===== config.mk =====
export PLATFORM = sky130hd
export DESIGN_NAME = input_conditioner
export DESIGN_NICKNAME = d
export VERILOG_FILES = /design/src/rtl/conditioner_pkg.sv /design/src/rtl/debounce_cell.sv /design/src/rtl/input_conditioner.sv
export SDC_FILE = /design/constraint.sdc
export NUM_CORES = 1
export LEC_CHECK = 0
export BUFFER_PORTS_ARGS = -buffer_cell sky130_fd_sc_hd__clkbuf_2
export CAP_MARGIN = 10
export CORE_ASPECT_RATIO = 1.5
export CORE_MARGIN = 2
export CORE_UTILIZATION = 55
export DETAILED_ROUTE_END_ITERATION = 8
export MAX_ROUTING_LAYER = met4
export PLACE_DENSITY = 0.82
export SKIP_LAST_GASP = 1
export SYNTH_ARGS = -nofsm -noshare
export SYNTH_HDL_FRONTEND = slang
export SYNTH_SLANG_ARGS = --single-unit

===== constraint.sdc =====
create_clock -name clk -period 3.9 [get_ports clk]
set_clock_uncertainty 0.2 [all_clocks]
set_input_delay 0.585 -clock clk [delete_from_list [all_inputs] [get_ports clk]]
set_output_delay 0.585 -clock clk [all_outputs]
set_load 0.01 [all_outputs]

===== src/rtl/conditioner_pkg.sv =====
// Shared definitions for the pushbutton/switch front end that feeds MSD.
package conditioner_pkg;

    localparam int DEBOUNCE_DEFAULT = 500000;
    localparam int NUM_BTN          = 3;

    typedef enum logic [1:0] {
        BTN_START = 2'd0,
        BTN_LOAD  = 2'd1,
        BTN_SEL   = 2'd2
    } btn_e;

endpackage


===== src/rtl/debounce_cell.sv =====
// One pushbutton: 2-flop synchronizer, debounce counter, stable level and
// a single-cycle pulse on each accepted press (stable 0->1).
module debounce_cell
    import conditioner_pkg::*;
#(
    parameter int DEBOUNCE_CYCLES = DEBOUNCE_DEFAULT
) (
    input  logic clk,
    input  logic rst,
    input  logic raw_n,
    output logic level,
    output logic press_pulse
);

    localparam int CW = (DEBOUNCE_CYCLES > 2) ? $clog2(DEBOUNCE_CYCLES) : 1;

    logic          sync1, sync2;
    logic          stable;
    logic [CW-1:0] cnt;
    logic          accept;

    // The mismatch has lasted DEBOUNCE_CYCLES edges, counting this one.
    assign accept = (sync2 != stable) && (cnt == CW'(DEBOUNCE_CYCLES - 1));

    always_ff @(posedge clk or negedge rst) begin
        if (!rst) begin
            sync1       <= 1'b0;
            sync2       <= 1'b0;
            stable      <= 1'b0;
            cnt         <= '0;
            press_pulse <= 1'b0;
        end else begin
            sync1       <= ~raw_n;
            sync2       <= sync1;
            press_pulse <= accept & sync2;
            if (sync2 == stable) begin
                cnt <= '0;
            end else if (accept) begin
                stable <= sync2;
                cnt    <= '0;
            end else begin
                cnt <= cnt + 1'b1;
            end
        end
    end

    assign level = stable;

endmodule


===== src/rtl/input_conditioner.sv =====
// Board front end: debounced start/load pulses, debounced select level and
// synchronized operand switches for MSD.
module input_conditioner
    import conditioner_pkg::*;
#(
    parameter int DEBOUNCE_CYCLES = DEBOUNCE_DEFAULT,
    parameter int WORD_LENGHT     = 16
) (
    input  logic                   clk,
    input  logic                   rst,
    input  logic                   start_n,
    input  logic                   load_n,
    input  logic                   sel_n,
    input  logic [WORD_LENGHT-1:0] data_raw,
    output logic                   start_pulse,
    output logic                   load_pulse,
    output logic                   sel_level,
    output logic [WORD_LENGHT-1:0] data_sync
);

    logic [NUM_BTN-1:0]     raw_n;
    logic [NUM_BTN-1:0]     level;
    logic [NUM_BTN-1:0]     pulse;
    logic [WORD_LENGHT-1:0] data_meta;
    logic                   unused_bits;

    assign raw_n[BTN_START] = start_n;
    assign raw_n[BTN_LOAD]  = load_n;
    assign raw_n[BTN_SEL]   = sel_n;

    debounce_cell #(.DEBOUNCE_CYCLES(DEBOUNCE_CYCLES)) u_btn [NUM_BTN-1:0] (
        .clk         (clk),
        .rst         (rst),
        .raw_n       (raw_n),
        .level       (level),
        .press_pulse (pulse)
    );

    assign start_pulse = pulse[BTN_START];
    assign load_pulse  = pulse[BTN_LOAD];
    assign sel_level   = level[BTN_SEL];

    // Start/load are only consumed as pulses, select only as a level.
    assign unused_bits = ^{level[BTN_START], level[BTN_LOAD], pulse[BTN_SEL]};

    // Switches are settled long before load is accepted, so no debounce.
    always_ff @(posedge clk or negedge rst) begin
        if (!rst) begin
            data_meta <= '0;
            data_sync <= '0;
        end else begin
            data_meta <= data_raw;
            data_sync <= data_meta;
        end
    end

endmodule


==> impl_results.md, run 1 <==
- Outcome: finished, final reports clean
- Peak VDD IR: 0.353 mV
- Post-synth top area cell: dfrtp_1
- Latest clock arrival within the worst-skew pair: 0.37 ns
- DRT Pass-1 Iters: 5
- Synth Register Bits: 100
- Nets: 428
- Area of the multi-input gates: 1480 um2
- Vias in the first global route: 2,843
- DP HPWL: 5100 um
- Syn Inst Count: 356
- CP Data Arrival Time: 2.31 ns
- Vias per inst: 5.46
- Root Driver: clkbuf_8
- P&R area growth vs syn: 13.6%
- Row Count: 38
- Avg Inst Size Synth: 11.4 um2
- Worst reg2reg startpoint: u_btn[1].cnt[8]$_DFF_PN0_
- CTS Hold Bufs: 0
- Register-to-register setup slack: 1.64 ns
- Pleak: 1.98 nW
- Slew @ Worst Pin: 0.792 ns
- Initial DRC count: 203
- Routed len/inst: 14.7 um
- Initial antenna violation count: 0
- WP buf/inv: 1
- Core area: 7180 um2
- Die width: 74.1 um
- Fmax: 443 MHz
- CP startpoint kind: flip-flop
- First-pass GRT wire length: 12,800 um
- Nature of the critical path endpoint: flip-flop
- CTS clk-pin slew, worst paths: 0.10 ns
- Final hold vios: 0
- Post-Syn Nets: 380
- Cts repair resizes: 0
- PwrDens: 402 nW/um2
- Number of CTS-inserted buffers: 9
- Initial Utilization: 0.565
- Min Hold Slack: 0.101 ns
- Register area share after synthesis: 0.617
- Ant diodes: 0
- Crit-path slowest cell: o21ai_1
- Fill count: 549
- Cell Area, Synth: 4060 um2
- Final worst-path cycle share: 0.579
- CP max FO: 10
- Die height: 109 um
- RSZ-0062 raised after global routing: false
- Fin. max-slew vios: 0
- GRT Total Usage: 0.217
- Clock Path Buffers: 2
- Setup ws final: 1.64 ns
- Largest net degree at the start of global routing: 67
- Sequential cell area: 2500 um2
- Worst hold-check path type: in2async
- Synth warn: 0
- Final WL: 7490 um
- Total power: 0.00185 W
- Number of post-CTS setup repair buffers: 0
- Clk sinks: 100
- Post-layout util: 0.642
- Post-synth top area share: 0.617
- Remaining global-route overflow: 0
- Routability cong.: 0.868
- Kind of cell adding the most delay to the critical path: simple AND/OR/NAND/NOR gates
- Die ar.: 8090 um2
- # setup viols final: 0
- CP Cell Sequence: nor4bb_1, nand4_1, o21ai_1, buf_4, nor2_1
- Reg2reg path depth: 5
- Tmin final: 2.26 ns
- Layout cell share with drive strength beyond 1: 0.174
- Placement Setup Slack: 1.46 ns
- Buffers added on ports: 39
- Vias after detailed routing: 2,778
- # IOs: 40
- MaxCap Viol Count: 0
- CTS tree: built
- Slew margin rel.: 0.472
- Reg2reg end: u_btn[1].cnt[13]$_DFF_PN0_
- Final setup TNS: 0 ns
- Antenna Violating Nets Remaining: 0
- # DRC: 0
- Worst path max stage delay: 0.55 ns
- Synth area leaders: dfrtp_1 (62%), xnor2_1 (5.4%), nor2_1 (4.6%)
- CP required: 3.96 ns
- H-tree Lvls: 3
- Synth cell types: 39
- Kind of critical path: reg2reg
-- cells in the final DEF, fill, tap and decap left out, types with 9 or more instances in the layout --
master	Yosys	layout
a21oi_1	11	11
clkbuf_2	0	38
clkbuf_8	0	11
dfrtp_1	100	100
inv_1	13	13
nand2_1	18	18
nand3_1	16	16
nand4_1	20	20
nor2_1	50	50
nor3_1	9	9
nor4_1	10	10
xnor2_1	25	25
xor2_1	16	16
-- synthesized netlist by cell type, drive strengths merged --
master,number
mux2i,1
nor4,10
nor2b,1
inv,13
o21ai,10
or4,5
and2,4
or4b,2
clkbuf,4
dfrtp,100
mux2,3
xnor2,25
nand2,18
nor4b,2
nand4,20
and3b,2
a21oi,12
or3,8
nor2,50
and4,7
o31ai,5
nor3,9
nand3,17
ha,3
or2,1
and3,3
nor4bb,2
xor2,16
a21o,1
buf,2
-- worst max-delay path by stage --
| stage | start | endpoint | slack [ns] | cells past startpoint |
|---|---|---|---|---|
| 2_1_floorplan | u_btn[2].cnt[5]$_DFF_PN0_ | u_btn[2].cnt[17]$_DFF_PN0_ | 1.86 | 6 |
| 3_3_place_gp | u_btn[0].cnt[12]$_DFF_PN0_ | u_btn[0].cnt[7]$_DFF_PN0_ | 1.47 | 4 |
| 3_5_place_dp | u_btn[0].cnt[0]$_DFF_PN0_ | u_btn[0].cnt[10]$_DFF_PN0_ | 1.46 | 5 |
| 4_1_cts | u_btn[1].cnt[8]$_DFF_PN0_ | u_btn[1].cnt[13]$_DFF_PN0_ | 1.42 | 4 |
| 5_1_grt | u_btn[1].cnt[8]$_DFF_PN0_ | u_btn[1].cnt[13]$_DFF_PN0_ | 1.48 | 5 |
| 6_report | u_btn[1].cnt[8]$_DFF_PN0_ | u_btn[1].cnt[13]$_DFF_PN0_ | 1.64 | 5 |
-- through the flow --
step | cells | area (um2)
floorplan | 356 | 4060
global placement | 491 | 4370
detailed placement | 491 | 4370
CTS | 507 | 4590
global route | 509 | 4610
finish | 509 | 4610
-- report_power, final --
group | total [W] | internal (W) | leakage [nW] | switching [W]
clock network | 0.000701 | 0.000340 | 0.106 | 0.000360
registers | 0.00108 | 0.00106 | 1.30 | 0.0000149
logic | 0.0000747 | 0.0000251 | 0.568 | 0.0000497
-- cell type report --
class / instances / area share
sequential: 100 / 0.543
multi-input combinational: 237 / 0.321
timing repair buffer: 43 / 0.0503
clock buffer: 11 / 0.0329
tap: 100 / 0.0272
clock inverter: 5 / 0.0147
inverter: 13 / 0.0106
-- layer usage --
metal / track usage / wire, um / vias to the layer above
li1: - / - / 1339
met1: 0.250 / 3070 / 1370
met2: 0.359 / 4040 / 57
met3: 0.0564 / 255 / 12
met4: 0.0883 / 122 / 0
met5: - / 0 / -
-- kinds of logic (layout without fill, tap and decap cells) --
group                      count (synthesis)  in the layout  synth area share
and+or+nand+nor                          161            161             0.214
DFF                                      100            100             0.617
xor gates and xnor gates                  41             41            0.0886
AOI/OAI and AO/OA                         28             28            0.0426
buffers and inverters                     19             72            0.0182
muxes                                      4              4            0.0108
adders and majority gates                  3              3           0.00926
-- sequential cells by signal (all words and copies together) (netlist names) --
signal	count
u_btn.sync1	3
u_btn.sync2	3
u_btn.press_pulse	2
data_meta	16
u_btn.cnt	57
data_sync	16
u_btn.level	3
No activity file was read; power rests on OpenSTA's default activity.
==> run 2, diff against run 1 <==
==> constraint.sdc (replaced) <==
create_clock -name clk -period 2.18 [get_ports clk]
set_clock_uncertainty 0.2 [all_clocks]
set_input_delay 0.327 -clock clk [delete_from_list [all_inputs] [get_ports clk]]
set_output_delay 0.327 -clock clk [all_outputs]
set_load 0.01 [all_outputs]
==> impl_results.md, run 2 (synthesis results as in run 1) <==
- MaxCap Viol Count: 0
- CTS tree: built
- PwrDens: 678 nW/um2
- Reg2reg end: u_btn[2].cnt[17]$_DFF_PN0_
- # setup viols final: 0
- Dpl cells: 503
- Ant diodes: 0
- Clk sinks: 100
- Slew @ Worst Pin: 0.418 ns
- CP required: 2.28 ns
- Total power: 0.00331 W
- Die width: 74.1 um
- Final WL: 8090 um
- Vias after detailed routing: 2,926
- Most frequent cells in the layout: dfrtp_1 (100), nor2_1 (50), clkbuf_2 (38)
- Die height: 109 um
- Reg2reg path depth: 4
- Number of CTS-inserted buffers: 9
- Slew margin rel.: 0.721
- Post-route insts no fill: 539
- DRT Pass-1 Iters: 4
- Initial Utilization: 0.565
- Initial DRC count: 259
- Most common cell after layout, fill and taps aside: dfrtp_1
- Largest net degree at the start of global routing: 46
- Top reg by flops: u_btn.cnt
- Root Driver: clkbuf_8
- Largest regs: u_btn.cnt (57), data_meta (16), data_sync (16)
- CTS clk-pin slew, worst paths: 0.09 ns
- Clock Path Buffers: 2
- CP startpoint kind: flip-flop
- Routed len/inst: 15.0 um
- Reg power frac: 0.583
- Kind of critical path: reg2reg
- Crit. Startpoint: u_btn[2].cnt[3]$_DFF_PN0_
- Final hold vios: 0
- First-pass GRT wire length: 13,500 um
- Antenna Violating Nets Remaining: 0
- Combinational Power Share: 0.053
- Initial antenna violation count: 0
- Register-to-register setup slack: 0.15 ns
- Final setup TNS: 0 ns
- Sw power: 0.000776 W
- CP Data Arrival Time: 2.13 ns
- Worst hold-check path type: reg2reg
- Fmax: 491 MHz
- Min Hold Slack: 0.151 ns
- Setup ws final: 0.145 ns
- Die ar.: 8090 um2
- Row Count: 38
- P&R area growth vs syn: 20.3%
- RSZ-0062 raised after global routing: false
- Clock power frac: 0.364
- Fin. max-slew vios: 0
- Area of the multi-input gates: 1480 um2
- Latest clock arrival within the worst-skew pair: 0.38 ns
- Nature of the critical path endpoint: flip-flop
- Nets: 458
- Buffers added on ports: 39
- Internal Pwr Total: 0.00253 W
- DP HPWL: 5480 um
- Tmin final: 2.03 ns
- Max reg flops: 57
- Remaining global-route overflow: 0
- Final worst-path cycle share: 0.933
- Fill count: 494
- Core area: 7180 um2
- Worst reg2reg startpoint: u_btn[2].cnt[3]$_DFF_PN0_
- Vias in the first global route: 2,978
- # DRC: 0
- Pleak: 2.11 nW
- CP max FO: 8
- H-tree Lvls: 3
- End point of the critical path: u_btn[2].cnt[17]$_DFF_PN0_
- Layout cell share with drive strength beyond 1: 0.185
- Placement Setup Slack: 0.0820 ns
- # IOs: 40
- Outcome: finished, final reports clean
- Switching share of total power: 0.235
- Vias per inst: 5.43
- Number of post-CTS setup repair buffers: 0
- Routability cong.: 0.989
- Peak VDD IR: 0.754 mV
- GRT Total Usage: 0.232
- Sequential cell area: 2500 um2
run 2: cell count changes in the layout (fill, tap and decap cells not counted), moves of 2 or more:
cell	before	now
clkinvlp_4	2	0
dlygate4sd3_1	0	20
clkbuf_8	11	9
inv_6	0	3
buf_4	4	14
run 2: repair_timing:
action                     CTS  global route
gates resized for setup      0             1
hold endpoints to repair    48             0
setup endpoints to repair    0             1
hold buffers                20             0
run 2: worst min path at each step:
stage	from	end	slack, ns	cells after the start
2_1_floorplan	rst	data_meta[0]$_DFF_PN0_	-0.17	0
4_1_cts	data_meta[1]$_DFF_PN0_	data_sync[1]$_DFF_PN0_	0.15	0
3_3_place_gp	rst	u_btn[1].cnt[11]$_DFF_PN0_	0.08	1
6_report	data_meta[1]$_DFF_PN0_	data_sync[1]$_DFF_PN0_	0.15	0
3_5_place_dp	rst	data_sync[2]$_DFF_PN0_	0.08	1
5_1_grt	u_btn[0].sync1$_DFF_PN0_	u_btn[0].sync2$_DFF_PN0_	0.16	0
run 2: layout make-up:
class,count,area share
clock buffer,10,0.0262
clock inverter,6,0.0156
inverter,13,0.0100
multi-input combinational,237,0.304
sequential,100,0.513
tap,100,0.0256
timing repair buffer,73,0.106
run 2: layer usage:
layer | part of all wire | GRT usage
met3 | 0.031 | 0.0638
met5 | 0 | -
met2 | 0.56 | 0.393
met1 | 0.39 | 0.252
met4 | 0.018 | 0.0974
run 2: stage by stage:
stage | utilization | area [um2]
global route | 0.680 | 4880
global placement | 0.623 | 4470
floorplan | - | 4060
detailed placement | 0.623 | 4470
finish | 0.680 | 4880
CTS | 0.679 | 4870
run 2: critical path, stage by stage (launching register included):
cell and delay [ns]:
dfrtp_1 0.43, nand3_2 0.12, or4_4 0.58, or4_4 0.50
a21oi_2 0.14
run 2: power by group through the flow:
stage / Sequential, W / Clock (W) / Combinational [W]
3_3_place_gp: 0.00196 / 0 / 0.000142
3_5_place_dp: 0.00196 / 0 / 0.000147
6_report: 0.00193 / 0.00120 / 0.000175
4_1_cts: 0.00193 / 0.00123 / 0.000176
5_1_grt: 0.00193 / 0.00131 / 0.000195
2_1_floorplan: 0.00197 / 0 / 0.0000422
